### src/rtl/alu_mdu_seq.sv
// Execute unit: single-cycle RV32I ALU ops and iterative multiply/divide behind a
// start/in_ready/done handshake. Result and flags are registered.
//
// state | meaning
// IDLE  | in_ready=1, waiting for start
// CALC  | one shift-add or restoring-divide step per cycle, WIDTH steps
// FIX   | sign correction, special cases, result select
// DONE  | done pulse, Result/flags valid
module alu_mdu_seq #(
  parameter int WIDTH = 32
) (
  input  logic             clk,
  input  logic             rst,
  input  logic             start,
  input  logic [3:0]       ALUcontrol,
  input  logic [WIDTH-1:0] A,
  input  logic [WIDTH-1:0] B,
  output logic             in_ready,
  output logic             done,
  output logic [WIDTH-1:0] Result,
  output logic             Z,
  output logic             N,
  output logic             V,
  output logic             C
);

  localparam int CNT_W = $clog2(WIDTH + 1);
  localparam int SH_W  = $clog2(WIDTH);
  localparam logic [WIDTH-1:0] ONE = WIDTH'(1);

  localparam logic [3:0] OP_ADD   = 4'b0000;
  localparam logic [3:0] OP_SUB   = 4'b0001;
  localparam logic [3:0] OP_AND   = 4'b0010;
  localparam logic [3:0] OP_OR    = 4'b0011;
  localparam logic [3:0] OP_XOR   = 4'b0100;
  localparam logic [3:0] OP_SLT   = 4'b0101;
  localparam logic [3:0] OP_SLTU  = 4'b0110;
  localparam logic [3:0] OP_SLL   = 4'b0111;
  localparam logic [3:0] OP_SRL   = 4'b1000;
  localparam logic [3:0] OP_SRA   = 4'b1001;
  localparam logic [3:0] OP_MUL   = 4'b1010;
  localparam logic [3:0] OP_MULHU = 4'b1011;
  localparam logic [3:0] OP_DIVU  = 4'b1100;
  localparam logic [3:0] OP_REMU  = 4'b1101;
  localparam logic [3:0] OP_DIV   = 4'b1110;
  localparam logic [3:0] OP_REM   = 4'b1111;

  typedef enum logic [1:0] {IDLE, CALC, FIX, DONE} state_t;

  state_t             state;
  logic [CNT_W-1:0]   cnt;
  logic [2*WIDTH-1:0] acc;
  logic [WIDTH-1:0]   opnd;
  logic [WIDTH-1:0]   a_orig;
  logic [3:0]         op_q;
  logic               sign_a;
  logic               sign_b;

  // single-cycle ALU path
  logic [WIDTH:0]    add_sum;
  logic [WIDTH:0]    sub_diff;
  logic [SH_W-1:0]   shamt;
  logic [WIDTH-1:0]  alu_res;
  logic              alu_v;
  logic              alu_c;

  assign add_sum  = {1'b0, A} + {1'b0, B};
  assign sub_diff = {1'b0, A} + {1'b0, ~B} + (WIDTH+1)'(1);
  assign shamt    = B[SH_W-1:0];

  always_comb begin
    alu_res = '0;
    alu_v   = 1'b0;
    alu_c   = 1'b0;
    case (ALUcontrol)
      OP_ADD: begin
        alu_res = add_sum[WIDTH-1:0];
        alu_c   = add_sum[WIDTH];
        alu_v   = (A[WIDTH-1] == B[WIDTH-1]) && (add_sum[WIDTH-1] != A[WIDTH-1]);
      end
      OP_SUB: begin
        alu_res = sub_diff[WIDTH-1:0];
        alu_c   = sub_diff[WIDTH];
        alu_v   = (A[WIDTH-1] != B[WIDTH-1]) && (sub_diff[WIDTH-1] != A[WIDTH-1]);
      end
      OP_AND:  alu_res = A & B;
      OP_OR:   alu_res = A | B;
      OP_XOR:  alu_res = A ^ B;
      OP_SLT:  alu_res = {{(WIDTH-1){1'b0}}, ($signed(A) < $signed(B))};
      OP_SLTU: alu_res = {{(WIDTH-1){1'b0}}, (A < B)};
      OP_SLL:  alu_res = A << shamt;
      OP_SRL:  alu_res = A >> shamt;
      OP_SRA:  alu_res = $unsigned($signed(A) >>> shamt);
      default: alu_res = '0;
    endcase
  end

  // operand capture for the iterative path: divides work on magnitudes
  logic             in_sdiv;
  logic             in_mul;
  logic             in_sa;
  logic             in_sb;
  logic [WIDTH-1:0] a_mag;
  logic [WIDTH-1:0] b_mag;

  assign in_mul  = (ALUcontrol[3:1] == 3'b101);
  assign in_sdiv = (ALUcontrol[3:1] == 3'b111);
  assign in_sa   = in_sdiv & A[WIDTH-1];
  assign in_sb   = in_sdiv & B[WIDTH-1];
  assign a_mag   = in_sa ? (~A + ONE) : A;
  assign b_mag   = in_sb ? (~B + ONE) : B;

  // one iteration step; acc holds {product high, multiplier} or {remainder, quotient}
  logic             is_mul_q;
  logic [WIDTH:0]   mul_sum;
  logic [WIDTH:0]   div_shift;
  logic             div_ge;
  logic [WIDTH-1:0] div_sub;
  logic [2*WIDTH-1:0] acc_next;

  assign is_mul_q  = (op_q[3:1] == 3'b101);
  assign mul_sum   = {1'b0, acc[2*WIDTH-1:WIDTH]} + (acc[0] ? {1'b0, opnd} : '0);
  assign div_shift = {acc[2*WIDTH-1:WIDTH], acc[WIDTH-1]};
  assign div_ge    = (div_shift >= {1'b0, opnd});
  assign div_sub   = WIDTH'(div_shift - {1'b0, opnd});

  always_comb begin
    acc_next = acc;
    if (is_mul_q)
      acc_next = {mul_sum, acc[WIDTH-1:1]};
    else if (div_ge)
      acc_next = {div_sub, acc[WIDTH-2:0], 1'b1};
    else
      acc_next = {div_shift[WIDTH-1:0], acc[WIDTH-2:0], 1'b0};
  end

  // result select; divide-by-zero follows RISC-V rather than the raw restoring output
  logic [WIDTH-1:0] quo;
  logic [WIDTH-1:0] rem;
  logic             b_zero;
  logic [WIDTH-1:0] fix_res;

  assign quo    = acc[WIDTH-1:0];
  assign rem    = acc[2*WIDTH-1:WIDTH];
  assign b_zero = (opnd == '0);

  always_comb begin
    fix_res = quo;
    case (op_q)
      OP_MUL:   fix_res = quo;
      OP_MULHU: fix_res = rem;
      OP_DIVU:  fix_res = b_zero ? '1 : quo;
      OP_REMU:  fix_res = b_zero ? a_orig : rem;
      OP_DIV:   fix_res = b_zero ? '1 : ((sign_a ^ sign_b) ? (~quo + ONE) : quo);
      OP_REM:   fix_res = b_zero ? a_orig : (sign_a ? (~rem + ONE) : rem);
      default:  fix_res = quo;
    endcase
  end

  always_ff @(posedge clk or posedge rst) begin
    if (rst) begin
      state    <= IDLE;
      cnt      <= '0;
      acc      <= '0;
      opnd     <= '0;
      a_orig   <= '0;
      op_q     <= '0;
      sign_a   <= 1'b0;
      sign_b   <= 1'b0;
      Result   <= '0;
      Z        <= 1'b0;
      N        <= 1'b0;
      V        <= 1'b0;
      C        <= 1'b0;
      done     <= 1'b0;
      in_ready <= 1'b1;
    end else begin
      done <= 1'b0;
      case (state)
        IDLE: begin
          if (start) begin
            in_ready <= 1'b0;
            if (ALUcontrol < OP_MUL) begin
              Result <= alu_res;
              Z      <= (alu_res == '0);
              N      <= alu_res[WIDTH-1];
              V      <= alu_v;
              C      <= alu_c;
              done   <= 1'b1;
              state  <= DONE;
            end else begin
              op_q   <= ALUcontrol;
              a_orig <= A;
              sign_a <= in_sa;
              sign_b <= in_sb;
              cnt    <= CNT_W'(WIDTH);
              if (in_mul) begin
                acc  <= {{WIDTH{1'b0}}, B};
                opnd <= A;
              end else begin
                acc  <= {{WIDTH{1'b0}}, a_mag};
                opnd <= b_mag;
              end
              state <= CALC;
            end
          end
        end
        CALC: begin
          acc <= acc_next;
          cnt <= cnt - 1'b1;
          if (cnt == CNT_W'(1))
            state <= FIX;
        end
        FIX: begin
          Result <= fix_res;
          Z      <= (fix_res == '0);
          N      <= fix_res[WIDTH-1];
          V      <= 1'b0;
          C      <= 1'b0;
          done   <= 1'b1;
          state  <= DONE;
        end
        DONE: begin
          in_ready <= 1'b1;
          state    <= IDLE;
        end
        default: begin
          in_ready <= 1'b1;
          state    <= IDLE;
        end
      endcase
    end
  end

endmodule

### config.mk
export PLATFORM = sky130hd
export DESIGN_NAME = alu_mdu_seq
export DESIGN_NICKNAME = d
export VERILOG_FILES = /design/src/rtl/alu_mdu_seq.sv
export SDC_FILE = /design/constraint.sdc
export NUM_CORES = 2
export LEC_CHECK = 0
export CAP_MARGIN = 10
export CORE_MARGIN = 2
export CORE_UTILIZATION = 35
export CTS_CLUSTER_SIZE = 25
export DETAILED_ROUTE_END_ITERATION = 10
export PLACE_DENSITY_LB_ADDON = 0.15
export SLEW_MARGIN = 30
export SYNTH_ARGS = -nofsm -noshare
export SYNTH_HDL_FRONTEND = slang
export SYNTH_SLANG_ARGS = --single-unit
### constraint.sdc
create_clock -name clk -period 9.2 [get_ports clk]
set_input_delay 1.84 -clock clk [delete_from_list [all_inputs] [get_ports clk]]
set_output_delay 1.84 -clock clk [all_outputs]
set_load 0.02 [all_outputs]
After elaboration in Yosys (flattened, before gate mapping)
Index checks and enable logic that the tools add are counted.
{"block": "totals", "reg_bits": 180, "word_cells": 134, "in_bits": 71, "output_inout_bits": 38}
{"block": "op_classes", "eq_ne": 29, "bitwise_logic": 11, "n_addsub": 10, "mux": 47, "reduce_logical": 15, "magnitude_cmp": 4, "n_shift": 3}
{"cell": "32-bit 2-to-1 mux", "count": 13}
{"cell": "32-bit case mux with 10 select lines", "count": 1}
{"cell": "64-bit 2-to-1 mux", "count": 4}
{"cell": "32-bit case mux with 5 select lines", "count": 1}
{"cell": "32-bit by 1-bit adder with 32-bit output (second input constant)", "count": 4}
{"cell": "32-bit inverter", "count": 4}
{"cell": "64-bit case mux with 2 select lines", "count": 1}
{"cell": "32-bit by 32-bit adder with 33-bit output", "count": 3}
{"cell": "32-bit zero test", "count": 3}
{"cell": "32-bit < comparator", "count": 2}
{"cell": "32-bit case mux with 2 select lines", "count": 1}
{"cell": "33-bit by 1-bit adder with 33-bit output (second input constant)", "count": 1}
{"cell": "33-bit by 32-bit greater-or-equal comparator with 1-bit output", "count": 1}
{"cell": "32-bit bitwise AND", "count": 1}
{"cell": "32-bit bitwise OR", "count": 1}
{"cell": "32-bit by 5-bit << shifter with 32-bit output", "count": 1}
{"cell": "32-bit by 5-bit right shift with 32-bit output", "count": 1}
{"cell": "32-bit by 5-bit >>> shifter with 32-bit output", "count": 1}
{"cell": "32-bit subtractor", "count": 1}
{"cell": "32-bit XOR", "count": 1}
{"cell": "4-bit == test (second input constant)", "count": 7}
{"cell": "4-bit by 3-bit == test with 1-bit output (second input constant)", "count": 4}
{"cell": "1-bit case mux with 2 select lines", "count": 8}
{"cell": "6-bit 2-to-1 mux", "count": 2}
{"cell": "24 further kinds", "count": 52}

Logic depth before layout (Yosys ltp)
{"block": "logic_depth", "ltp_word": 9, "ltp_mapped": 20, "depth_no_buf": 17}

Worst setup path after synthesis
Ideal clock, no wire load.
{"block": "synth_path", "kind": "input -> register", "start": "in B[2]", "end": "reg Result[31]", "arrival_time_ps": 6218, "setup_time_ps": 67, "slack_ps": 2915, "required_ps": 9133, "path_buffers": 5, "cell_stages": 19, "path_cell_list": "buf_2 -> clkbuf_1 -> inv_1 -> clkbuf_1 -> clkbuf_1 -> ha_1 -> clkbuf_1 -> a221oi_1 -> o311ai_0 -> a31oi_1 -> o41ai_1 -> o31ai_1 -> a221oi_1 -> o21ai_0 -> a211o_1 -> o2111ai_1 -> nand2_1 -> a211o_1 -> nand2_1"}
{"block": "synth_via", "elab_chain_cells": 7, "word_cells_on_any_way": 11, "cone_classes": "add/sub (3); shift (3); mux (4); bitwise (1)"}
{"item": "start: declaration", "line_no": "17", "text": "input logic [WIDTH-1:0] B,"}
{"item": "32-bit inverter", "line_no": "68", "text": "assign sub_diff = {1'b0, A} + {1'b0, ~B} + (WIDTH+1)'(1);"}
{"item": "32-bit by 32-bit adder with 33-bit output", "line_no": "68"}
{"item": "33-bit by 1-bit adder with 33-bit output", "line_no": "68"}
{"item": "32-bit case mux with 10 select lines *", "line_no": "75", "text": "case (ALUcontrol)"}
{"item": "32-bit 2-to-1 mux *", "line_no": "183", "text": "if (ALUcontrol < OP_MUL) begin"}
{"item": "32-bit 2-to-1 mux *", "line_no": "181", "text": "if (start) begin"}
{"item": "32-bit case mux with 2 select lines *", "line_no": "179", "text": "case (state)"}
{"item": "end signal: assignment", "line_no": "184", "text": "Result <= alu_res;"}
{"item": "end signal: assignment", "line_no": "215", "text": "Result <= fix_res;"}
{"item": "end: declaration", "line_no": "20", "text": "output logic [WIDTH-1:0] Result,"}
Every way passes the cells marked *; elsewhere a longest branch is shown, timed or not. The select of a mux whose other input is x is not followed.
A chain may end at the register's enable or synchronous reset.

Final worst setup path
{"block": "layout_path", "start": "in A[3]", "end": "reg Result[31]"}
{"block": "layout_via", "elab_chain_cells": 6, "word_cells_on_any_way": 10, "cone_classes": "add/sub (3); shift (3); mux (4)"}
{"item": "start: declaration", "line_no": "16", "text": "input logic [WIDTH-1:0] A,"}
{"item": "32-bit by 32-bit adder with 33-bit output", "line_no": "68"}
{"item": "33-bit by 1-bit adder with 33-bit output", "line_no": "68"}
{"item": "32-bit case mux with 10 select lines *", "line_no": "75"}
{"item": "32-bit 2-to-1 mux *", "line_no": "183"}
{"item": "32-bit 2-to-1 mux *", "line_no": "181"}
{"item": "32-bit case mux with 2 select lines *", "line_no": "179"}
Marked as above.

==> impl_metrics.csv <==
group,metric,value,unit
sta,hold_viol_final,0,
sta,setup_violations,0,
placement,place.gp.congestion,1.09,
pwr,powerDensity,275,mW/mm^2
critical_path,cp.required,9.64,ns
critical_path,cp-start-kind,"input port",
detailed_routing,ant_nets,0,
sta,tightest_slew,1.16,ns
global_route,grt_pass1_wl,196,mm
global_route,grt_util_all_layers,35.3,%
critical_path,path_delay_family,"compound AO/OA/AOI/OAI gates",
hold_path,hold_class,"reg2reg",
critical_path,crit_chain,"clkdlybuf4s50_1, inv_1, ha_1, a221oi_1, o311ai_0, a31oi_1, o41ai_1, o31ai_1, a221oi_1, o21ai_0, a211o_1, o2111ai_1, nand2_1, a211o_1, nand2_1",
sta,rsz0062_at_grt,"false",
critical_path,path_class,"in2reg",
clocking,clock_latency,0.51,ns
critical_path,r2r_cells,15,
job,cap_violations,0,
clocking,cts_buffers,17,
logic_synthesis,yosysSeqAreaShare,17.4,%
pwr,power.leakage,11.7,nW
critical_path,endpoint_kind,"flop",
critical_path,setup.worst_path.start,"A[3]",
finish,final_cell_area,0.0285,sq mm
sta,clock_skew,0.0254,ns
logic_synthesis,synth-edff-count,0,
clocking,cts_hold_buf,0,
clocking,cts_root_buf,"clkbuf_16",
critical_path,critPathMaxFanout,15,
hold_path,hold_start,"a_orig[23]",
global_route,overflow,0,
logic_synthesis,synth_area_per_cell,7.13,sq um
floorplanning,core-area,0.0730,sq mm
logic_synthesis,synthArstFlopShare,100,%
global_route,grt_antenna_before_repair,8,
detailed_routing,via_count,29200,
critical_path,slowest_delay,0.98,ns
sta,drv_slew,0,
detailed_routing,first_iter_violations,3786,
global_route,grt_start_max_net_pins,91,
pwr,combPwrFrac,67.6,%
floorplanning,initial_utilization,35.4,%
clocking,cts_resized,0,
finish,drive_gt1_share,8.13,%
detailed_routing,drtPass1Iterations,6,
sta,fmax,0.143,GHz
logic_synthesis,netlist_area,0.0258,sq mm
finish,final_common_cell,"nand2_1",
clocking,cts_tree,"done",
pwr,totalPowerFinal,7.84,mW
placement,io_buffers,108,
logic_synthesis,syn_inst,3623,
detailed_routing,wl,135,mm
clocking,clock_sinks,179,
logic_synthesis,synthDistinctLibCells,87,
clocking,post_cts_buffers,0,
pwr,pwr-share-seq,21.8,%
logic_synthesis,synth_warnings,0,
floorplanning,ios,109,
critical_path,crit_end,"Result[31]",
sta,fin_crit,7.01,ns
critical_path,crit-reg2reg-launch,"acc[36]",
detailed_routing,wl_per_cell,29.9,um
critical_path,path_buf_inv,2,
logic_synthesis,ys_ff_latch,179,
finish,most-common-layout-cells,"533 x nand2_1, 454 x o21ai_0, 313 x nor2_1, 236 x a21oi_1, 178 x dfrtp_1",
placement,place_hpwl,106,mm
floorplanning,row_count,99,
placement,post_dp_cell_area,0.0278,sq mm
pwr,p_int,3.41,mW
finish,nets,3805,
sta,fin_crit_sh,76.2,%
detailed_routing,vias_per_cell,6.45,
global_route,grt_pass1_vias,27200,
clocking,clkTransAtPathRegs,0.08,ns
floorplanning,die_h,276,um
logic_synthesis,synth_flop_cell,"dfrtp_1",
sta,fin_tns_setup,0,ns
floorplanning,die_x,276,um
pwr,clkPwrFrac,10.6,%
pwr,power.switching,4.42,mW
detailed_routing,route.detailed.drc,0,
critical_path,crit_slowest_cell,"clkdlybuf4s50_1",
clocking,htreeDepth,4,
critical_path,worst-r2r-setup-slack,4.46,ns
pwr,ir_drop,0.251,mV
run_status,status,"finished clean",
sta,slew_headroom,22.9,%
clocking,clock_path_buffers,2,
floorplanning,dieArea,0.0760,sq mm
critical_path,cp_num_cells,15,
finish,fill_cells,7785,
logic_synthesis,synth_nets,3872,
critical_path,r2r-end,"acc[57]",
pwr,p_sw_share,56.5,%
critical_path,arrival,7.45,ns
finish,syn2layout_area_growth,10.3,%
flip-flops by register name, indices dropped and copies added, names as in the netlist, 2 cells and up:
register  flops
cnt           6
a_orig       32
acc          64
Result       32
opnd         32
op_q          4
state         2
cell families after synthesis:
group                      synth area share (%)
and+or+nand+nor                            21.8
AOI/OAI and AO/OA                          30.5
buffers and inverters                      7.04
DFF                                        17.4
adders and majority gates                  8.74
xor gates and xnor gates                   5.60
muxes                                      8.93
cell usage after synthesis (all sizes together), types with 55 or more instances:
cell / number / area, sq um
nand2: 533 / 2000
o21ai: 459 / 2300
nor2: 316 / 1190
clkbuf: 242 / 908
a21oi: 239 / 1200
dfrtp: 178 / 4450
inv: 175 / 657
ha: 174 / 2180
xnor2: 117 / 1020
nand3: 100 / 500
mux4: 74 / 1670
o211ai: 68 / 515
nor3: 65 / 330
buf: 55 / 251
final cells by class:
class	count	area, sq um	share of cell area [%]
timing repair buffer	211	1840	6.45
sequential	179	4480	15.7
clock buffer	18	439	1.54
clock inverter	14	188	0.659
inverter	175	664	2.33
tap	959	1200	4.22
multi-input combinational	2972	19700	69.0
antenna	2	5.00	0.0176
stage by stage:
step / hold slack (ns) / setup slack [ns] / utilization [%] / cells
2_1_floorplan: 0.438 / 2.50 / - / 3623
3_3_place_gp: 0.452 / 1.98 / 38.1 / 4496
3_5_place_dp: 0.460 / 1.97 / 38.1 / 4496
4_1_cts: 0.480 / 2.50 / 39.0 / 4528
5_1_grt: 0.519 / 2.15 / 39.0 / 4528
6_report: 0.477 / 2.19 / 39.0 / 4530
worst reg2reg max path, cell delays in order (launching register included):
cell and delay [ns]:
dfrtp_1 0.52, ha_1 0.43, a21oi_1 0.22, nand2_1 0.12, nor4b_1 0.27, a22oi_1 0.22, a41oi_1 0.48, o21ai_0 0.25
o21ai_0 0.44, a21oi_1 0.19, o32ai_4 0.33, buf_4 0.55, nor2_1 0.11, a221o_1 0.34, o21ai_0 0.07, o21ai_0 0.09
metal layers:
metal	global-route usage, %	share of wire, %	wire [um]
met1	48.7	43	58200
met2	50.6	41	55600
met3	9.87	11	14400
met4	16.4	5.2	7060
met5	0	0.080	109
worst min path at each step:
| stage | cells past startpoint | endpoint | slack, ns |
|---|---|---|---|
| after floorplan | 2 | a_orig[23] | 0.44 |
| after global placement | 2 | a_orig[23] | 0.45 |
| after detailed placement | 2 | a_orig[20] | 0.46 |
| after CTS | 2 | a_orig[20] | 0.48 |
| after global routing | 2 | a_orig[14] | 0.52 |
| final | 2 | a_orig[23] | 0.48 |
power by group through the flow:
stage	Clock, mW	Combinational (mW)	Sequential, mW
floorplan	0	3.54	1.51
global placement	0	5.17	1.72
detailed placement	0	5.19	1.72
CTS	0.844	5.21	1.70
global route	0.875	5.79	1.77
finish	0.829	5.30	1.71
Power figures use the tool's default switching activity.
